--- src/rtl/serial_div_pkg.sv ---
// Shared types and helpers for the binary-serial signed restoring divider.
package serial_div_pkg;

  typedef enum logic [1:0] {
    IDLE = 2'd0,
    CALC = 2'd1,
    FIX  = 2'd2,
    DONE = 2'd3
  } div_state_t;

  // Default operand width and the partial-remainder width that goes with it.
  // The extra bit lets the magnitude of the most-negative divisor be held.
  localparam int DIV_WIDTH = 8;
  localparam int REM_EXT_W = DIV_WIDTH + 1;

  // Widest operand the magnitude helper accepts.
  localparam int ABS_MAX_W = 64;

  // Magnitude of a two's-complement value of the given width, returned with
  // one spare bit so -2^(width-1) maps to +2^(width-1) without wrapping.
  // The caller zero-extends its operand into the ABS_MAX_W-bit argument.
  function automatic logic [ABS_MAX_W:0] abs_ext(input logic [ABS_MAX_W-1:0] value,
                                                 input int width);
    logic [ABS_MAX_W:0] mask;
    logic [ABS_MAX_W:0] wide;
    mask = ((ABS_MAX_W+1)'(1) << width) - (ABS_MAX_W+1)'(1);
    wide = {1'b0, value} & mask;
    if (value[width-1]) begin
      abs_ext = (wide ^ mask) + (ABS_MAX_W+1)'(1);
    end else begin
      abs_ext = wide;
    end
  endfunction

endpackage

--- src/rtl/serial_div_step.sv ---
// One combinational restoring-division step: shift a bit into the partial
// remainder and subtract the divisor magnitude when it fits.
import serial_div_pkg::*;

module serial_div_step #(
  parameter int EXT_W = REM_EXT_W
) (
  input  logic [EXT_W-1:0] pr,
  input  logic             bit_in,
  input  logic [EXT_W-1:0] dsr,
  output logic [EXT_W-1:0] pr_next,
  output logic             q_bit
);

  logic [EXT_W:0] wide;

  // Trial subtract; the remainder after a successful subtract is < dsr so it
  // always fits back into EXT_W bits.
  always_comb begin
    wide = {pr, bit_in};
    if (wide >= {1'b0, dsr}) begin
      q_bit   = 1'b1;
      pr_next = wide[EXT_W-1:0] - dsr;
    end else begin
      q_bit   = 1'b0;
      pr_next = wide[EXT_W-1:0];
    end
  end

endmodule

--- src/rtl/serial_div_border.sv ---
// Border-column serial signed divider: 2*WIDTH-bit dividend by WIDTH-bit
// divisor, one quotient bit per cycle MSB first, then a sign-fix cycle.
import serial_div_pkg::*;

module serial_div_border #(
  parameter int WIDTH = DIV_WIDTH,
  parameter int CNT_W = $clog2(2*WIDTH)
) (
  input  logic               clk,
  input  logic               rst,
  input  logic               clr,
  input  logic               i_valid,
  output logic               o_ready,
  input  logic [2*WIDTH-1:0] i_dividend,
  input  logic [WIDTH-1:0]   i_divisor,
  output logic               o_valid,
  input  logic               i_ready,
  output logic [2*WIDTH-1:0] o_quotient,
  output logic [WIDTH-1:0]   o_remainder,
  output logic               o_dbz,
  output logic               o_ovf
);

  localparam int EXT_W = WIDTH + 1;

  div_state_t         state;
  logic [CNT_W-1:0]   cnt;
  logic [2*WIDTH-1:0] dvd;     // dividend magnitude, quotient shifts in at LSB
  logic [EXT_W-1:0]   dsr;     // divisor magnitude
  logic [EXT_W-1:0]   pr;      // partial remainder
  logic               q_neg;
  logic               r_neg;
  logic               dbz;
  logic               dvd_min; // dividend is the most-negative value

  logic [ABS_MAX_W:0] dvd_abs_full;
  logic [ABS_MAX_W:0] dsr_abs_full;
  logic               dsr_zero;
  logic               dvd_is_min;
  logic [EXT_W-1:0]   step_pr;
  logic               step_q;
  logic [2*WIDTH-1:0] q_fix;
  logic [WIDTH-1:0]   r_mag;
  logic [WIDTH-1:0]   r_fix;
  logic               ovf_fix;

  // Operand magnitudes and the derived zero / most-negative indicators.
  always_comb begin
    dvd_abs_full = abs_ext({{(ABS_MAX_W-2*WIDTH){1'b0}}, i_dividend}, 2*WIDTH);
    dsr_abs_full = abs_ext({{(ABS_MAX_W-WIDTH){1'b0}}, i_divisor}, WIDTH);
    dsr_zero     = (dsr_abs_full == '0);
    dvd_is_min   = (dvd_abs_full[ABS_MAX_W:2*WIDTH-1] != '0);
  end

  serial_div_step #(.EXT_W(EXT_W)) u_step (
    .pr      (pr),
    .bit_in  (dvd[2*WIDTH-1]),
    .dsr     (dsr),
    .pr_next (step_pr),
    .q_bit   (step_q)
  );

  // Sign fix of the finished magnitudes; remainder magnitude is < |divisor|
  // so its top extended bit is never needed here.
  always_comb begin
    r_mag   = pr[WIDTH-1:0];
    q_fix   = q_neg ? (~dvd + (2*WIDTH)'(1)) : dvd;
    r_fix   = r_neg ? (~r_mag + WIDTH'(1)) : r_mag;
    ovf_fix = dvd_min && !q_neg && (dsr == EXT_W'(1));
  end

  // Control FSM with registered handshake and result outputs.
  always_ff @(posedge clk or posedge rst) begin
    if (rst) begin
      state       <= IDLE;
      cnt         <= '0;
      dvd         <= '0;
      dsr         <= '0;
      pr          <= '0;
      q_neg       <= 1'b0;
      r_neg       <= 1'b0;
      dbz         <= 1'b0;
      dvd_min     <= 1'b0;
      o_ready     <= 1'b0;
      o_valid     <= 1'b0;
      o_quotient  <= '0;
      o_remainder <= '0;
      o_dbz       <= 1'b0;
      o_ovf       <= 1'b0;
    end else if (clr) begin
      // Abort: results keep their values but are no longer qualified.
      state   <= IDLE;
      cnt     <= '0;
      o_valid <= 1'b0;
      o_ready <= 1'b1;
    end else begin
      case (state)
        IDLE: begin
          o_ready <= 1'b1;
          if (i_valid && o_ready) begin
            o_ready <= 1'b0;
            dvd     <= dvd_abs_full[2*WIDTH-1:0];
            dsr     <= dsr_abs_full[EXT_W-1:0];
            pr      <= '0;
            q_neg   <= i_dividend[2*WIDTH-1] ^ i_divisor[WIDTH-1];
            r_neg   <= i_dividend[2*WIDTH-1];
            dvd_min <= dvd_is_min;
            dbz     <= dsr_zero;
            if (dsr_zero) begin
              // Divide-by-zero waits one extra cycle in FIX before reporting.
              state <= FIX;
              cnt   <= CNT_W'(1);
            end else begin
              state <= CALC;
              cnt   <= CNT_W'(2*WIDTH-1);
            end
          end
        end
        CALC: begin
          pr  <= step_pr;
          dvd <= {dvd[2*WIDTH-2:0], step_q};
          if (cnt == '0) begin
            state <= FIX;
          end else begin
            cnt <= cnt - CNT_W'(1);
          end
        end
        FIX: begin
          if (cnt != '0) begin
            cnt <= cnt - CNT_W'(1);
          end else begin
            if (dbz) begin
              o_quotient  <= '1;
              o_remainder <= '0;
              o_dbz       <= 1'b1;
              o_ovf       <= 1'b0;
            end else begin
              o_quotient  <= q_fix;
              o_remainder <= r_fix;
              o_dbz       <= 1'b0;
              o_ovf       <= ovf_fix;
            end
            o_valid <= 1'b1;
            state   <= DONE;
          end
        end
        DONE: begin
          if (i_ready) begin
            o_valid <= 1'b0;
            o_ready <= 1'b1;
            state   <= IDLE;
          end
        end
        default: begin
          state   <= IDLE;
          o_valid <= 1'b0;
          o_ready <= 1'b1;
        end
      endcase
    end
  end

endmodule
--- config.mk ---
export PLATFORM = sky130hd
export DESIGN_NAME = serial_div_border
export DESIGN_NICKNAME = d
export VERILOG_FILES = /design/src/rtl/serial_div_pkg.sv /design/src/rtl/serial_div_step.sv /design/src/rtl/serial_div_border.sv
export SDC_FILE = /design/constraint.sdc
export NUM_CORES = 1
export LEC_CHECK = 0
export BUFFER_PORTS_ARGS = -buffer_cell sky130_fd_sc_hd__buf_2
export CORE_MARGIN = 2
export CORE_UTILIZATION = 25
export CTS_BUF_LIST = sky130_fd_sc_hd__clkbuf_8
export CTS_CLUSTER_DIAMETER = 200
export DETAILED_ROUTE_END_ITERATION = 6
export PLACE_DENSITY = 0.38
export SLEW_MARGIN = 20
export SYNTH_ARGS = -nofsm -noshare
export SYNTH_HDL_FRONTEND = slang
export SYNTH_SLANG_ARGS = --single-unit
--- constraint.sdc ---
create_clock -name clk -period 6.34 [get_ports clk]
set_input_delay 0.951 -clock clk [delete_from_list [all_inputs] [get_ports clk]]
set_output_delay 0.951 -clock clk [all_outputs]
set_load 0.005 [all_outputs]
== Word level (Yosys, flattened, before mapping) ==
Index checks and enable logic that the tools add are counted.
W data, S select, Z words.
Word-level totals
  bits in registers: 72
  input port bits: 29
  output and inout port bits: 28
  word-level logic and storage cells: 95
Operators by class
  add/subtract/negate cells: 6
  order comparisons: 1
  equal/unequal tests: 11
  multiplexer cells: 35
  bitwise operators: 7
  reduce and logical (&&, ||, !) cells: 20
Operators by type and width (count)
  $mux W65: 2
  $logic_not A65 Y1: 1
  $reduce_bool A50 Y1: 1
  $mux W16: 3
  $not A16 Y16: 2
  $pmux W16 S2: 1
  $mux W4: 5
  $mux W9: 2
  $ne A3 B3 Y1 const B: 6
  $pmux W9 S2: 1
  $add A16 B1 Y17 const B: 1
  $add A16 B1 Y16 const B: 1
  $mux W8: 2
  $not A8 Y8: 2
  $mux W2: 6
  $pmux W4 S3: 1
  $reduce_and A3 Y1: 4
  $ge A10 B9 Y1: 1
  $add A8 B1 Y9 const B: 1
  $eq A9 B1 Y1 const B: 1
  $mux W1: 9
  $sub A9 B9 Y9: 1
  $add A8 B1 Y8 const B: 1
  $pmux W2 S4: 1
  16 further kinds: 24

== Depth between registers and ports, before layout ==
  depth in word-level cells: 8
  depth in mapped cells: 12
  gate-level depth less buffers: 10

== Hierarchy ==
A second synthesis with hierarchy kept.
Unflattened totals
  cells, all modules: 545
  area total of the unflattened synthesis: 4837.1 sq um
Modules (own cells, without submodules)
  serial_div_border: times used 1, cells an instance 459, area an instance 4164.0 sq um, seq. area each 1801.7 sq um
  serial_div_step: times used 1, cells an instance 86, area an instance 673.1 sq um, seq. area each 0.0 sq um

== Worst setup path before layout ==
OpenSTA, ideal clock, no wires.
  path kind: input to register
  from: input i_dividend[10]
  to: register dvd[15]
  library setup time: 0.064 ns
  arrival: 2.565 ns
  data required time: 6.276 ns
  path slack: 3.710 ns
  stages: 6
  buffers on the path: 0
  cells stage by stage: or4_1 -> nor3_1 -> nand3_1 -> or4b_1 -> o21ai_0 -> mux2_2
Between the ends
  word-level cells in the longest chain between the ends: 5
Ends and longest elaborated chain
  from (decl): RTL line serial_div_border.sv:14  | input logic [2*WIDTH-1:0] i_dividend,
  $not A16 Y16 (no line)
  $add A16 B1 Y17: RTL line serial_div_pkg.sv:29  | abs_ext = (wide ^ mask) + (ABS_MAX_W+1)'(1);
  $mux W65: RTL line serial_div_pkg.sv:28  | if (value[width-1]) begin
  $mux W16: RTL line serial_div_border.sv:100  | if (i_valid && o_ready) begin
  $pmux W16 S2: RTL line serial_div_border.sv:97  | case (state)
  to (signal assigned): RTL line serial_div_border.sv:102  | dvd <= dvd_abs_full[2*WIDTH-1:0];
  to (signal assigned): RTL line serial_div_border.sv:121  | dvd <= {dvd[2*WIDTH-2:0], step_q};
  to (decl): RTL line serial_div_border.sv:28  | logic [2*WIDTH-1:0] dvd;
Every way passes these cells. The select of a mux whose other input is x is not followed.
A chain may end at the register's enable or synchronous reset.

== Final worst setup path ==
  from: register dvd[15]
  to: register pr[6]
Between the ends
  word-level cells in the longest chain between the ends: 3
  elaborated cells on any way between the ends: 4
  classes of those cells: add/sub: 1; order compare: 1; mux: 2
Ends and longest elaborated chain
  $sub A9 B9 Y9 / $ge A10 B9 Y1 (equally long branches): RTL line serial_div_step.sv:23, serial_div_step.sv:21
  $mux W9 *: RTL line serial_div_step.sv:21  | if (wide >= {1'b0, dsr}) begin
  $pmux W9 S2 *: RTL line serial_div_border.sv:97
  to (signal assigned): RTL line serial_div_border.sv:120  | pr <= step_pr;
  to (decl): RTL line serial_div_border.sv:30  | logic [EXT_W-1:0] pr;
Every way passes the cells marked *; elsewhere a longest branch is shown, timed or not.

==> metrics.txt <==
slack of the worst reg-to-reg path=between 3 and 4 ns; post-CTS setup-driven buffer insertion count=0; capture endpoint of the worst hold path=o_quotient[12]$_DFFE_PP0P_; max-capacitance violation count=0; Initial Util=around a quarter; Top FF cell, synth=sky130_fd_sc_hd__dfrtp_1; VDD IR-drop max=around 0.12 mV; Worst Slack Setup Final=roughly 3.7 ns; floorplan die width=approximately 140 um; peak fanout along the critical path=14; kind of start point of the critical path=flop; IO Port Bufs=56; clock slew at reported path FFs=0.08 ns; Worst Min Path Start=o_quotient[12]$_DFFE_PP0P_; global-route met2 utilization=approximately 20%; fraction of met1 tracks used by global routing=a little under a fifth; GR Util met3=under 10%; wire length of the first global-routing pass=between 20000 and 25000 um; crit path buf inv count=2; delay contributed by the slowest stage of the critical path=~0.46 ns; final weighted congestion of routability-driven global placement=0.794; list of most frequent post-synthesis cells=sky130_fd_sc_hd__nand2_1 (77), sky130_fd_sc_hd__dfrtp_1 (72), sky130_fd_sc_hd__o21ai_0 (49), sky130_fd_sc_hd__nor2_1 (41), sky130_fd_sc_hd__xnor2_1 (27); Total GRT Usage=a little over an eighth; Slowest-stage cell, CP=sky130_fd_sc_hd__a21o_1; Via-to-Cell Ratio=~4.8; Least-Margin Pin Slew=0.940 ns; period utilisation layout=42.1%; design area=5210 um^2; Clock Path Buffers=2; Clock Skew=between 0.009 and 0.01 ns; number of nets with antenna violations after detailed routing=0; largest delay contributor family on the critical path=compound AO/OA/AOI/OAI gates; EDFF count, synth=0; Yosys top cell area share=approximately two fifths; type of the tightest min-delay check=flop to flop; post-detailed-route DRC marker count=0; Antenna Cells=0; post-placement worst setup slack=3.44 ns; Pre-antenna DRT Iters=6; destination of the worst register-to-register timing path=pr[6]$_DFFE_PP0P_; Layout fillers=roughly 1900; Lkg Pwr=around 0.0024 uW; number of H-tree branching levels=3; required time reported for the critical path endpoint=~6.6 ns; cell area after synthesis=between 4000 and 5000 um^2; leading cell types by total area after synthesis=sky130_fd_sc_hd__dfrtp_1 (40%), sky130_fd_sc_hd__nand2_1 (6.4%), sky130_fd_sc_hd__o21ai_0 (5.5%); Total Die Area=19100 um^2; CP Cell Sequence=inv_1 > ha_1 > inv_1 > fa_1 > a211oi_1 > nor2_1 > o21ai_0 > a21o_1 > mux2i_1 > o21ai_0; Setup violations, final=0; Post-layout nets=610; most frequent cell after synthesis=sky130_fd_sc_hd__nand2_1; drt total wl=between 10000 and 15000 um; total power divided by cell area=446 nW/um^2; RSZ-0062 raised after global routing=false; source-to-sink clock delay at the later pin of the worst-skew pair=about 0.36 ns; synthesis warning total=0; number of different library cells in the post-synthesis netlist=53; area grow syn2layout=15.8%; Reg2Reg Launch Point=dvd[15]$_DFFE_PP0P_; area of placed instances=approximately 5000 um^2; final hold violation count=0; cts bufs inserted=9; number of synthesized register bits=slightly above 70; total negative setup slack=0 ns; worst-case headroom to the max-slew limit=37.3%; post-cts resize count=0; most used routing layer in global routing=met2; Critical Setup Path Class=flop to flop; outcome=complete, no violations; core area=17800 um^2; number of core rows=49; total vias in the final route=roughly 3800; area used by sequential logic in the layout=~1800 um^2; quantity of hold-fixing buffers added after cts=0; overall die height=approximately 140 um; minimum clock period=2.67 ns; clock tree root driver cell=sky130_fd_sc_hd__clkbuf_8; share of final-layout standard cells stronger than drive strength 1=about 15%; placed wire-length estimate=9030 um; CP Capture Type=flop; per-instance average area after synthesis=between 8 and 9 um^2; Crit path arrival time=between 2 and 3 ns; routed len/inst=15.3 um; top achievable clock speed=about 380 MHz; hold-critical path depth=2; max-slew violation count=0; Hold Slack=approximately 0.47 ns; clock tree from TritonCTS=built; asr flop ratio synth=100%; Post-Synthesis Cells=just over 500; power consumption=between 2000 and 2500 uW; via count of the first global-routing pass=3773; Post-Synthesis Net Count=~570; pin count of the biggest net entering global routing=73; Overflow after GRT=0; number of DRC violations after detailed-routing iteration 0=roughly 180; initial antenna violation count=0; post-synthesis sequential area ratio=40.1%; Worst Reg2Reg Path Length in Cells=10; clock tree sinks=72; cell type contributing the most total cell area after synthesis=sky130_fd_sc_hd__dfrtp_1; footprint of the multi-input gates=roughly 2500 um^2; number of placed I/O pins=57
## stage by stage
| step | util (%) | cells |
|---|---|---|
| after global routing | 29.3 | 795 |
| after detailed placement | 28.1 | 779 |
| final | 29.3 | 795 |
| after floorplan | - | 517 |
| after CTS | 29.3 | 795 |
| after global placement | 28.1 | 779 |
## flip-flops by register name, summed over array words and instances (netlist names)
| name | cells |
|---|---|
| o_valid | 1 |
| r_neg | 1 |
| o_ready | 1 |
| q_neg | 1 |
| state | 2 |
| dvd | 16 |
| dbz | 1 |
| o_remainder | 8 |
| dsr | 9 |
| o_ovf | 1 |
| cnt | 4 |
| pr | 9 |
| dvd_min | 1 |
| o_quotient | 16 |
| o_dbz | 1 |
## layout by cell type (no fill, tap or decap), types with 2 or more instances in the layout
master | synthesis | routed
sky130_fd_sc_hd__mux2i_1 | 8 | 8
sky130_fd_sc_hd__o22ai_1 | 2 | 2
sky130_fd_sc_hd__mux2_2 | 3 | 3
sky130_fd_sc_hd__nor2_1 | 41 | 41
sky130_fd_sc_hd__a21boi_0 | 3 | 3
sky130_fd_sc_hd__o311ai_0 | 3 | 3
sky130_fd_sc_hd__ha_1 | 19 | 18
sky130_fd_sc_hd__nor2b_1 | 6 | 6
sky130_fd_sc_hd__o41ai_1 | 3 | 3
sky130_fd_sc_hd__o31ai_1 | 18 | 18
sky130_fd_sc_hd__o21a_1 | 3 | 3
sky130_fd_sc_hd__a22o_1 | 7 | 7
sky130_fd_sc_hd__inv_1 | 24 | 26
sky130_fd_sc_hd__nand2_1 | 77 | 77
sky130_fd_sc_hd__bufinv_16 | 0 | 2
sky130_fd_sc_hd__nor3_1 | 10 | 10
sky130_fd_sc_hd__xor2_1 | 16 | 16
sky130_fd_sc_hd__a21oi_1 | 25 | 25
sky130_fd_sc_hd__o221ai_1 | 7 | 7
sky130_fd_sc_hd__nand2b_1 | 12 | 12
sky130_fd_sc_hd__or3_1 | 5 | 5
sky130_fd_sc_hd__dfrtp_1 | 72 | 72
sky130_fd_sc_hd__nand3_1 | 10 | 10
sky130_fd_sc_hd__a211oi_1 | 2 | 2
sky130_fd_sc_hd__nand4_1 | 3 | 3
sky130_fd_sc_hd__a21o_1 | 4 | 4
sky130_fd_sc_hd__buf_2 | 1 | 56
sky130_fd_sc_hd__xnor2_1 | 27 | 27
sky130_fd_sc_hd__or4_1 | 2 | 2
sky130_fd_sc_hd__nor4_1 | 4 | 4
sky130_fd_sc_hd__and3b_1 | 2 | 2
sky130_fd_sc_hd__clkbuf_8 | 0 | 10
sky130_fd_sc_hd__buf_4 | 0 | 4
sky130_fd_sc_hd__o21ai_0 | 49 | 49
sky130_fd_sc_hd__nand3b_1 | 3 | 3
## final cells by class
| type | instances | share of cell area (%) |
|---|---|---|
| multi-input combinational | 394 | 48.1 |
| sequential | 72 | 34.6 |
| timing repair buffer | 60 | 5.96 |
| tap | 229 | 5.50 |
| clock buffer | 10 | 2.64 |
| inverter | 24 | 1.73 |
| clock inverter | 6 | 1.47 |
## worst min-delay path, stage by stage, from the launching register on
cell,delay (ns)
sky130_fd_sc_hd__dfrtp_1,0.34
sky130_fd_sc_hd__nand2_1,0.05
sky130_fd_sc_hd__nand2_1,0.05
## per-layer routing
metal,part of all wire [%],vias to the layer above
met5,0,-
met3,3.1,13
met4,1.7,0
met2,44,74
li1,-,1903
met1,51,1805
## logic make-up (layout without fill, tap and decap cells)
logic type                 count (synthesis)  after routing  share of synthesized area (%)
muxes                                     11             11                           2.53
DFF                                       72             72                           40.1
and+or+nand+nor                          184            184                           19.3
buffers and inverters                     51            100                           4.28
adders and majority gates                 20             20                           5.73
xor gates and xnor gates                  43             43                           8.37
AOI/OAI and AO/OA                        136            136                           19.7
## how the worst max path moves through the flow
| stage | startpoint | cells past startpoint | slack [ns] | endpoint |
|---|---|---|---|---|
| CTS | state[1]$_DFFE_PP0P_ | 6 | 3.57 | pr[5]$_DFFE_PP0P_ |
| detailed placement | i_dividend[10] | 7 | 3.44 | dvd[15]$_DFFE_PP0P_ |
| finish | dvd[15]$_DFFE_PP0P_ | 10 | 3.67 | pr[6]$_DFFE_PP0P_ |
| global placement | i_dividend[10] | 7 | 3.46 | dvd[15]$_DFFE_PP0P_ |
| global route | dvd[15]$_DFFE_PP0P_ | 10 | 3.39 | pr[6]$_DFFE_PP0P_ |
| floorplan | rst | 1 | 3.56 | cnt[0]$_DFFE_PP0P_ |
## power breakdown
part / leakage [uW] / total, uW / internal, uW / switching [uW]
logic: 0.00128 / 1100 / 480 / 616
clock network: 0.000120 / 406 / 228 / 178
registers: 0.000949 / 820 / 612 / 208
Note: power is estimated with default switching activity, not from simulation.
